File: config.mk
export PLATFORM = sky130hd
export DESIGN_NAME = romload_stream
export DESIGN_NICKNAME = d
export VERILOG_FILES = /design/src/rtl/romload_stream.sv
export SDC_FILE = /design/constraint.sdc
export NUM_CORES = 1
export LEC_CHECK = 0
export CAP_MARGIN = 5
export CORE_MARGIN = 5
export CORE_UTILIZATION = 50
export CTS_CLUSTER_SIZE = 25
export DETAILED_ROUTE_END_ITERATION = 10
export DONT_BUFFER_PORTS = 1
export GPL_TIMING_DRIVEN = 0
export SYNTH_ARGS = -nofsm -noshare
export SYNTH_HDL_FRONTEND = slang
export SYNTH_SLANG_ARGS = --single-unit
File: constraint.sdc
create_clock -name wclk -period 6.3 [get_ports wclk]
set_clock_uncertainty 0.1 [all_clocks]
set_input_delay 0.63 -clock wclk [delete_from_list [all_inputs] [get_ports wclk]]
set_output_delay 0.63 -clock wclk [all_outputs]
set_load 0.005 [all_outputs]
File: src/rtl/romload_stream.sv
// CPU-fed ROM loader: captures HDR_WORDS header words, then queues DW-bit words in a
// small FIFO and serializes them into OW-bit slices on a valid/ready stream.
module romload_stream #(
  parameter int DW        = 32,
  parameter int OW        = 8,
  parameter int DEPTH     = 4,
  parameter int HDR_WORDS = 3,
  parameter int MSB_FIRST = 0,
  localparam int HW       = (HDR_WORDS > 0) ? HDR_WORDS * DW : 1
) (
  input  logic          wclk,
  input  logic          reset,
  input  logic          reg_ctrl_we,
  input  logic          reg_data_we,
  input  logic [DW-1:0] reg_wdata,
  output logic          reg_wait,
  output logic          rom_loading,
  output logic [HW-1:0] hdr,
  output logic          hdr_valid,
  output logic [OW-1:0] rom_do,
  output logic          rom_do_valid,
  input  logic          rom_do_ready,
  output logic [23:0]   rom_count
);

  localparam int R   = DW / OW;
  localparam int AW  = $clog2(DEPTH);
  localparam int PW  = AW + 1;
  localparam int SW  = (R > 1) ? $clog2(R) : 1;
  localparam int HIW = (HDR_WORDS > 1) ? $clog2(HDR_WORDS) : 1;

  typedef enum logic [1:0] {IDLE = 2'd0, HEADER = 2'd1, DATA = 2'd2, DRAIN = 2'd3} state_t;

  state_t state, state_nxt;

  logic [DW-1:0] mem [DEPTH];
  logic [PW-1:0] wr_ptr, rd_ptr;
  logic [DW-1:0] word;
  logic [SW-1:0] sl, sel;
  logic          ser_valid;

  logic do_start, do_finish, do_abort, data_wr, flush;
  logic empty, full, xfer, last, ser_free;
  logic push_req, push, pop, bypass, ser_load, drained, hdr_last;

  // A control write in the same cycle wins over a data write.
  assign do_start  = reg_ctrl_we && (reg_wdata[7:0] == 8'd1);
  assign do_finish = reg_ctrl_we && (reg_wdata[7:0] == 8'd0);
  assign do_abort  = reg_ctrl_we && (reg_wdata[7:0] == 8'd2);
  assign data_wr   = reg_data_we && !reg_ctrl_we;

  assign empty = (wr_ptr == rd_ptr);
  assign full  = (wr_ptr[AW] != rd_ptr[AW]) && (wr_ptr[AW-1:0] == rd_ptr[AW-1:0]);

  assign xfer     = ser_valid && rom_do_ready;
  assign last     = (sl == SW'(R - 1));
  assign ser_free = !ser_valid || (xfer && last);

  // Full is registered, so a stalled write lands one cycle after the freeing pop.
  assign push_req = (state == DATA) && data_wr;
  assign reg_wait = push_req && full;
  assign bypass   = push_req && ser_free && empty;
  assign push     = push_req && !full && !bypass;
  assign pop      = ser_free && !empty;
  assign ser_load = pop || bypass;
  assign drained  = empty && ser_free;

  assign sel          = (MSB_FIRST != 0) ? SW'(R - 1) - sl : sl;
  assign rom_do       = word[sel*OW +: OW];
  assign rom_do_valid = ser_valid;
  assign rom_loading  = (state != IDLE);

  always_ff @(posedge wclk or posedge reset) begin
    if (reset) state <= IDLE;
    else       state <= state_nxt;
  end

  // An already-empty FINISH skips the DRAIN cycle so it completes in one cycle.
  always_comb begin
    state_nxt = state;
    flush     = 1'b0;
    if (do_start) begin
      flush     = 1'b1;
      state_nxt = (HDR_WORDS == 0) ? DATA : HEADER;
    end else if (do_abort) begin
      flush     = 1'b1;
      state_nxt = IDLE;
    end else if (do_finish && (state == HEADER || state == DATA)) begin
      state_nxt = drained ? IDLE : DRAIN;
    end else begin
      case (state)
        HEADER:  if (data_wr && hdr_last) state_nxt = DATA;
        DRAIN:   if (drained) state_nxt = IDLE;
        default: ;
      endcase
    end
  end

  always_ff @(posedge wclk) begin
    if (push) mem[wr_ptr[AW-1:0]] <= reg_wdata;
  end

  always_ff @(posedge wclk or posedge reset) begin
    if (reset) begin
      wr_ptr    <= '0;
      rd_ptr    <= '0;
      word      <= '0;
      sl        <= '0;
      ser_valid <= 1'b0;
      rom_count <= '0;
      hdr_valid <= 1'b0;
    end else if (flush) begin
      wr_ptr    <= '0;
      rd_ptr    <= '0;
      word      <= '0;
      sl        <= '0;
      ser_valid <= 1'b0;
      if (do_start) begin
        rom_count <= '0;
        hdr_valid <= (HDR_WORDS == 0);
      end
    end else begin
      if (push) wr_ptr <= wr_ptr + PW'(1);
      if (pop)  rd_ptr <= rd_ptr + PW'(1);
      if (xfer) rom_count <= rom_count + 24'd1;
      // Reload on the last accepted slice keeps the stream gap-free.
      if (ser_load) begin
        word      <= pop ? mem[rd_ptr[AW-1:0]] : reg_wdata;
        sl        <= '0;
        ser_valid <= 1'b1;
      end else if (xfer) begin
        if (last) ser_valid <= 1'b0;
        else      sl <= sl + SW'(1);
      end
      if (state == HEADER && data_wr && hdr_last) hdr_valid <= 1'b1;
    end
  end

  generate
    if (HDR_WORDS > 0) begin : g_hdr
      logic [HIW-1:0] hdr_idx;
      logic [HW-1:0]  hdr_q;

      always_ff @(posedge wclk or posedge reset) begin
        if (reset) begin
          hdr_idx <= '0;
          hdr_q   <= '0;
        end else if (do_start) begin
          hdr_idx <= '0;
          hdr_q   <= '0;
        end else if (state == HEADER && data_wr) begin
          hdr_q[hdr_idx*DW +: DW] <= reg_wdata;
          hdr_idx                 <= hdr_idx + HIW'(1);
        end
      end

      assign hdr      = hdr_q;
      assign hdr_last = (hdr_idx == HIW'(HDR_WORDS - 1));
    end else begin : g_nohdr
      assign hdr      = '0;
      assign hdr_last = 1'b1;
    end
  endgenerate

endmodule

Word level (Yosys, flattened, before mapping)

Memory sizes are Yosys's and may differ from the RTL's.
Index checks and enable logic that the tools add are counted.

Bits in writable memories: 128
Bits in registers: 166
Logic and storage cells: 114
Input port bits: 37
Memories kept: 1

Reductions and logical operators: 43
Shift operators: 3
$add $sub $neg: 6
Mux-type cells: 37
Eq/ne operators: 14

Memories:

| name | depth | width | read ports | clocked after Yosys merged registers in | wr ports | line | text |
|---|---|---|---|---|---|---|---|
| mem  | 4     | 32    | 1          | 0                                       | 1        | 36   | `logic [DW-1:0] mem [DEPTH];` |

Operator list:

| cell                                                                     | number |
|---|---|
| 96-bit 2-to-1 mux                                                        | 2 |
| 96-bit bitwise mux                                                       | 1 |
| 32-bit 2-to-1 mux                                                        | 3 |
| 32-bit by 34-bit variable shift with 96-bit output, first input constant | 1 |
| 32-bit by 34-bit indexed part select with 96-bit output                  | 1 |
| 24-bit 2-to-1 mux                                                        | 3 |
| 7-bit negation with 34-bit output                                        | 1 |
| 32-bit by 6-bit indexed part select with 8-bit output                    | 1 |
| 24-bit by 1-bit adder with 24-bit output, second input constant          | 1 |
| 2-bit 2-to-1 mux                                                         | 12 |
| 1-bit logical AND                                                        | 19 |
| 2-bit nonzero test                                                       | 7 |
| 3-bit 2-to-1 mux                                                         | 4 |
| 1-bit 2-to-1 mux                                                         | 11 |
| 2-bit equality test, second input constant                               | 4 |
| 8-bit by 1-bit equality test with 1-bit output, second input constant    | 1 |
| 8-bit by 2-bit equality test with 1-bit output, second input constant    | 1 |
| 8-bit zero test                                                          | 1 |
| 2-bit AND reduction                                                      | 4 |
| 3-bit by 1-bit adder with 3-bit output, second input constant            | 2 |
| 3-bit nonzero test                                                       | 2 |
| 1-bit zero test                                                          | 5 |
| 5-bit by 3-bit != test with 1-bit output, second input constant          | 1 |
| 5-bit != test, second input constant                                     | 1 |
| other kinds (11)                                                         | 14 |

Depth between registers and ports, before layout

Gate-level depths: netlist of the first run.

Depth in word-level cells: 9
Mapped depth: 9

Least setup slack after synthesis of the first run

OpenSTA, ideal clock, no wires.

Path type: in2reg
From: in rom_do_ready
To: mem mem[3][0], enable pin
Setup time: 0.461 ns
Path slack: 2.403 ns
Stages: 3
Arrival: 3.336 ns
Buffers on the path: 0
Data required time: 5.739 ns
Path through: a21boi_0 > a211oi_1 > nor3_1

Longest elaborated chain between the ends: 9

RTL lines:

| element                                | line | text |
|---|---|---|
| start, declared                        | 22   | `input logic rom_do_ready,` |
| 1-bit logical AND                      | 55   | `assign xfer = ser_valid && rom_do_ready;` |
| 1-bit logical AND                      | 57   | `assign ser_free = !ser_valid \|\| (xfer && last);` |
| 1-bit logical OR                       | 57   |  |
| 1-bit logical AND (2 in a row)         | 62   | `assign bypass = push_req && ser_free && empty;` |
| 1-bit zero test                        | 63   | `assign push = push_req && !full && !bypass;` |
| 1-bit logical AND                      | 63   |  |
| 1-bit 2-to-1 mux                       | 100  | `if (push) mem[wr_ptr[AW-1:0]] <= reg_wdata;` |
| 1-bit 2-to-1 mux (not written as such) | 100  |  |
| end, declared                          | 36   |  |

Every way passes these cells.

Final worst setup path of the first run

From: reg sl[0] (netlist: sel[0])
To: out rom_do[6]

Longest elaborated chain between the ends: 1

RTL lines:

| element                                               | line | text |
|---|---|---|
| start, declared                                       | 39   | `logic [SW-1:0] sl, sel;` |
| start signal, assigned                                | 133  | `else sl <= sl + SW'(1);` |
| 32-bit by 6-bit indexed part select with 8-bit output | 69   | `assign rom_do = word[sel*OW +: OW];` |
| end, declared                                         | 20   | `output logic [OW-1:0] rom_do,` |

Every way passes these cells.

==> results.ini, run 1 <==
[sta]
setup_violations=0
fin_crit_sh_pct=45.1
fin_setup_tns_ns=0
fin_ws_ns=3.46
worstMarginPinSlew_ns=1.27
rsz0062_at_grt=false
maxClockFrequency_mhz=352
slew_viol_final=0
holdWs_ns=0.0781
maxSlewHeadroom_pct=14.8
hold_violations=0
fin_crit_ns=2.84

[layout]
nNetsFinal=1102
drive_gt1_share_pct=13.0
fin_area_um2=14200
stdcell_count=1404
seq_area_um2=8000
n_antenna_cell=0
multiInputGateArea_um2=4310
fill_cells=2148
final_core_util_pct=56.5
area_delta_synth_final_pct=11.8

[clocking]
cts_setup_buffers=0
htreeDepth=1
clk_pin_slew_ns=0.06
root_buffer=clkbuf_16
cts_made_buffers=30
cts_tree=yes
cts.sinks=294
clk_latency_ns=0.54
clock_path_buffers=3

[critical_path]
cp_top_family=multiplexers
timing.rr.end=mem[3][22]$_DFFE_PP_
crit_type=reg2out
critPathMaxFanout=9
cp_slowest_cell=mux4_2
crit_required_ns=5.57
end_kind=primary output
worstReg2RegStart=sel[0]$_DFFE_PP0P_
slowest_delay_ns=0.65
reg2reg_depth=6
critPathArrivalTime_ns=2.11
worstPathCellList=clkbuf_1 > mux4_2
critPathBufInv=1
rrSetupSlack_ns=3.48
critPathLaunchType=register

[detailed_routing]
routedWlPerCell_um=23.4
vias=8375
drtIter0Drc=525
wl_mm=32.9
first_pass_iters=5
antenna_left=0
vias_per_cell=5.97
drc_errors=0

[global_routing]
grt_pass1_wl_mm=51.2
grt_pass1_vias=8409
grt_max_degree=108
antenna_found_initial=0
grtUsageTotal_pct=22.8
grt_overflow_total=0

[pwr]
irDropWorstVdd_uv=199
cellLeakagePower_nw=5.49
power_mw=5.59
p_per_area_nw_per_um2=394

[synth]
syn-num-nets=1065
synth_ff_type=dfrtp_1
syn-mean-instance-area_um2=12.5
async_flop_share_pct=56.5
yosys_warnings=0
syn-cell-area_um2=12700
synth_cell_types=59
ys_seq_area_share_pct=63.0
synth_cells=1013
synth_seq_cells=294
synth_edf_count=128

[floorplanning]
num_rows=58
die_h_um=169
initial_core_util_pct=50.6
dieArea_um2=28700
boundaryPins=169
core_um2=25100
die_x_um=169

[placed_design]
place_congestion=0.870
pre_cts_ws_ns=3.48
io_buffers=0
placed_area_um2=13200
dpl.hpwl_mm=22.9
dp.cells=1347

[status]
status=finished, final reports clean

[flow_run]
maxCapViolations=0

[min_path]
holdCritPathClass=in2reg
min_to=mem[2][0]$_DFFE_PP_
hold_depth=0
min_from=reg_wdata[0]

-- what timing repair did --
action / in CTS / in global routing
hold endpoints to repair: 59 / 0
gates resized for setup: 0 / 0
setup endpoints to repair: 0 / 0
hold buffers: 1 / 0
-- layout by cell type (no fill, tap or decap), drive strengths merged, types with 6 or more instances in the layout --
| master | synthesis | layout |
|---|---|---|
| mux4 | 40 | 40 |
| and3 | 13 | 13 |
| nor3 | 10 | 10 |
| inv | 15 | 17 |
| buf | 34 | 38 |
| o22ai | 7 | 7 |
| nand2 | 111 | 111 |
| edfxtp | 128 | 128 |
| clkbuf | 43 | 89 |
| mux2i | 42 | 42 |
| o21ai | 38 | 38 |
| nand4 | 9 | 9 |
| nor2 | 15 | 15 |
| a21oi | 136 | 136 |
| ha | 15 | 15 |
| dfrtp | 166 | 166 |
| xnor2 | 6 | 6 |
| nand3 | 116 | 116 |
-- routing by layer --
layer,global-route usage (%),routed length (µm),up-vias
li1,-,-,3827
met1,32.9,14300,4245
met2,35.4,15300,259
met3,6.41,2710,44
met4,4.31,555,0
met5,0,0,-
-- power by group --
group	switching [mW]	internal [mW]
Clock	0.730	1.06
Sequential	0.211	2.25
Combinational	0.760	0.570
Total	1.70	3.89
-- cell families after synthesis --
logic type                 after synthesis  share of synthesized area [%]
AOI/OAI and AO/OA                      217                           9.53
buffers and inverters                   92                           3.10
muxes                                   82                           10.4
DFF                                    294                           63.0
xor gates and xnor gates                10                          0.690
and+or+nand+nor                        303                           11.8
adders and majority gates               15                           1.48
-- worst max path at each step --
stage / from / endpoint / slack [ns] / depth (start not counted)
after floorplan: reset / g_hdr.hdr_idx[0]$_DFFE_PP0P_ / 1.08 / 1
after global placement: reset / hdr[88]$_DFFE_PP0P_ / -1.02 / 1
after detailed placement: sel[0]$_DFFE_PP0P_ / mem[3][22]$_DFFE_PP_ / 3.48 / 6
after CTS: sel[0]$_DFFE_PP0P_ / rom_do[7] / 3.40 / 2
after global routing: sel[0]$_DFFE_PP0P_ / mem[3][31]$_DFFE_PP_ / 3.24 / 6
final: sel[0]$_DFFE_PP0P_ / rom_do[6] / 3.46 / 2
-- area by class of cell --
cell class                 instances  area share (%)
buffer                            77            2.38
clock buffer                      46            6.32
clock inverter                    10           0.740
inverter                          15           0.450
multi-input combinational        627            30.4
sequential                       294            56.3
tap                              330            2.91
timing repair buffer               5           0.476
-- registers in the layout, summed over array words and instances, names as in the netlist --
register	count
state	2
hdr_valid	1
hdr	96
word	32
rom_do_valid	1
rom_count	24
mem	128
rd_ptr	3
wr_ptr	3
sel	2
g_hdr.hdr_idx	2
-- synthesized netlist by cell type (all sizes together), types with 3 or more instances --
master	n	share of area, %
nand3	116	4.6
o21ai	38	1.5
and4	3	0.22
clkbuf	43	1.3
or4	4	0.27
a21oi	136	5.4
a22o	5	0.34
xnor2	6	0.41
ha	15	1.5
nor4	4	0.20
a22oi	3	0.18
and2	3	0.15
a21o	3	0.19
edfxtp	128	30
buf	34	1.4
nor3	10	0.43
nor2b	4	0.20
o22ai	7	0.34
nand2	111	3.3
xor2	4	0.28
a31oi	3	0.15
mux2i	42	3.3
nor2	15	0.44
and3	13	0.65
inv	15	0.44
mux4	40	7.1
o22a	3	0.21
dfrtp	166	33
nand4	9	0.54
Power figures use the tool's default switching activity.
==> run 2, diff against run 1 <==
Settings changed: PLACE_DENSITY set to 0.68.
Clock period 6.3 ns to 2.33 ns, I/O delays scaled along.
==> run 2 against run 1 <==
  * Wire length rose by 4.9%
  * Global-route usage rose by 1.1 points
  * Largest power group unchanged
  * Final cell count rose by 3.0%
  * Sequential cell count did not move
  * Sequential power rose to 2.7 times the previous value
  * Count of clock-buffer cells in the layout fell by 2
  * Die area did not move
  * Critical path type is now reg2reg
  * Hold slack got worse by 0.047 ns
  * Combinational power rose to 3.0 times the previous value
==> results.ini, run 2 (same netlist as run 1, synthesis figures left out) <==
[floorplanning]
initial_core_util_pct=50.6  ; unchanged
num_rows=58  ; unchanged
boundaryPins=169  ; unchanged
die_x_um=169  ; unchanged
core_um2=25100  ; unchanged
dieArea_um2=28700  ; unchanged
die_h_um=169  ; unchanged

[flow_run]
maxCapViolations=0  ; unchanged

[critical_path]
critPathLaunchType=register
worstReg2RegStart=sel[0]$_DFFE_PP0P_
critPathMaxFanout=32  ; +23
rrSetupSlack_ns=0.08  ; -3.40 ns
crit_type=reg2reg
cp_slowest_cell=and3_4
critPathArrivalTime_ns=2.35  ; +0.24 ns
end_kind=register
endpoint=mem[0][9]$_DFFE_PP_
startpoint=sel[0]$_DFFE_PP0P_
crit_required_ns=2.43  ; -3.14 ns
reg2reg_depth=5  ; -1
worstPathCellList=ha_1 > a21bo_2 > o211ai_1 > buf_4 > and3_4
timing.rr.end=mem[0][9]$_DFFE_PP_
slowest_delay_ns=0.56  ; -0.09 ns

[clocking]
root_buffer=clkbuf_16
clock_path_buffers=3  ; unchanged
cts.sinks=294  ; unchanged
clk_pin_slew_ns=0.06  ; about the same
cts_made_buffers=31  ; +3.3%
htreeDepth=1  ; unchanged
cts_tree=yes
clk_latency_ns=0.57  ; +0.03 ns

[layout]
largest_register_ffs=128  ; unchanged
final_common_cell=dfrtp_1
stdcell_count=1446  ; +3.0%
fin_area_um2=14800  ; +4.3%
area_delta_synth_final_pct=16.6
n_antenna_cell=0  ; unchanged
most-common-layout-cells=dfrtp_1 (166), a21oi_1 (136), edfxtp_1 (128)
drive_gt1_share_pct=16.7  ; +3.6 points
nNetsFinal=1143  ; +3.7%

[status]
status=finished, final reports clean

[placed_design]
io_buffers=0  ; unchanged
place_congestion=0.870  ; about the same
dp.cells=1348  ; +0.074%
placed_area_um2=13200  ; +0.34%
dpl.hpwl_mm=22.7  ; -0.57%
pre_cts_ws_ns=-0.368  ; -3.84 ns

[detailed_routing]
drc_errors=0  ; unchanged
vias=8939  ; +6.7%
first_pass_iters=5  ; unchanged
drtIter0Drc=713  ; +36%
routedWlPerCell_um=23.9  ; +1.8%
wl_mm=34.5  ; +4.9%
vias_per_cell=6.18  ; +3.6%
antenna_left=0  ; unchanged

[pwr]
irDropWorstVdd_uv=595  ; +200%
cellLeakagePower_nw=5.79  ; +5.5%
p_per_area_nw_per_um2=1060  ; +170%
power_mw=15.7  ; +180%

[global_routing]
grt_overflow_total=0  ; unchanged
grt_pass1_vias=8945  ; +6.4%
grtUsageTotal_pct=23.9  ; +1.1 points
antenna_found_initial=5  ; +5
grt_max_degree=42  ; -61%
grt_pass1_wl_mm=53.9  ; +5.2%

[sta]
rsz0062_at_grt=true
fin_crit_ns=2.25
hold_violations=0  ; unchanged
setup_violations=0  ; unchanged
worstMarginPinSlew_ns=0.781  ; -0.485 ns
slew_viol_final=0  ; unchanged
fin_crit_sh_pct=96.7
fin_ws_ns=0.0767  ; -3.38 ns
fin_setup_tns_ns=0  ; unchanged
maxClockFrequency_mhz=444
maxSlewHeadroom_pct=47.8  ; +33 points

[min_path]
holdCritPathClass=in2reg

-- run 2: per-stage QoR --
step / util [%] / hold WS [ns]
global placement: 52.3 / 0.232
detailed placement: 52.7 / 0.181
global route: 59.0 / 0.0459
finish: 59.0 / 0.0306
floorplan: - / 0.232
CTS: 58.7 / 0.0150
-- run 2: layout make-up --
class	instances	area (µm²)
sequential	294	8000
timing repair buffer	46	488
fill	2004	10300
multi-input combinational	628	4410
clock inverter	14	144
tap	330	413
buffer	75	380
clock buffer	44	915
inverter	15	60.1
-- run 2: where the power goes --
| group | leakage [nW] | switching, mW | internal [mW] |
|---|---|---|---|
| Clock | 0.517 | 2.08 | 2.96 |
| Combinational | 1.96 | 2.30 | 1.70 |
| Sequential | 3.32 | 0.567 | 6.09 |
-- run 2: timing repair --
action / CTS / global route
hold endpoints to repair: 287 / 0
gates resized for setup: 21 / 42
setup buffers: 6 / 1
pin swaps: 4 / 2
endpoints found under the setup margin: 196 / 112
gates cloned: 1 / 0
hold buffers: 34 / 0
-- run 2: worst max-delay path: cells and delay by family (launching register included) --
kind            cells  cell delay (ns)
compound gates      2             0.41
buf+inv             1             0.18
simple gates        1             0.56
flops               1             0.38
fa+ha+maj           1             0.24
-- run 2: how the worst min path moves through the flow --
stage | from | slack, ns | depth (start not counted) | endpoint
finish | rom_do_ready | 0.03 | 4 | sel[0]$_DFFE_PP0P_
global route | reg_data_we | 0.05 | 3 | wr_ptr[1]$_DFFE_PP0P_
CTS | reg_data_we | 0.02 | 3 | wr_ptr[1]$_DFFE_PP0P_
detailed placement | reset | 0.18 | 1 | rom_count[20]$_DFFE_PP0P_
global placement | reg_wdata[0] | 0.23 | 0 | mem[0][0]$_DFFE_PP_
floorplan | reg_wdata[0] | 0.23 | 0 | mem[0][0]$_DFFE_PP_
-- run 2: per-layer routing --
layer / share of wire [%] / global-route usage [%]
met2: 46 / 36.7
met4: 2.7 / 6.20
met1: 42 / 34.3
met3: 8.8 / 6.71
met5: 0.16 / 0
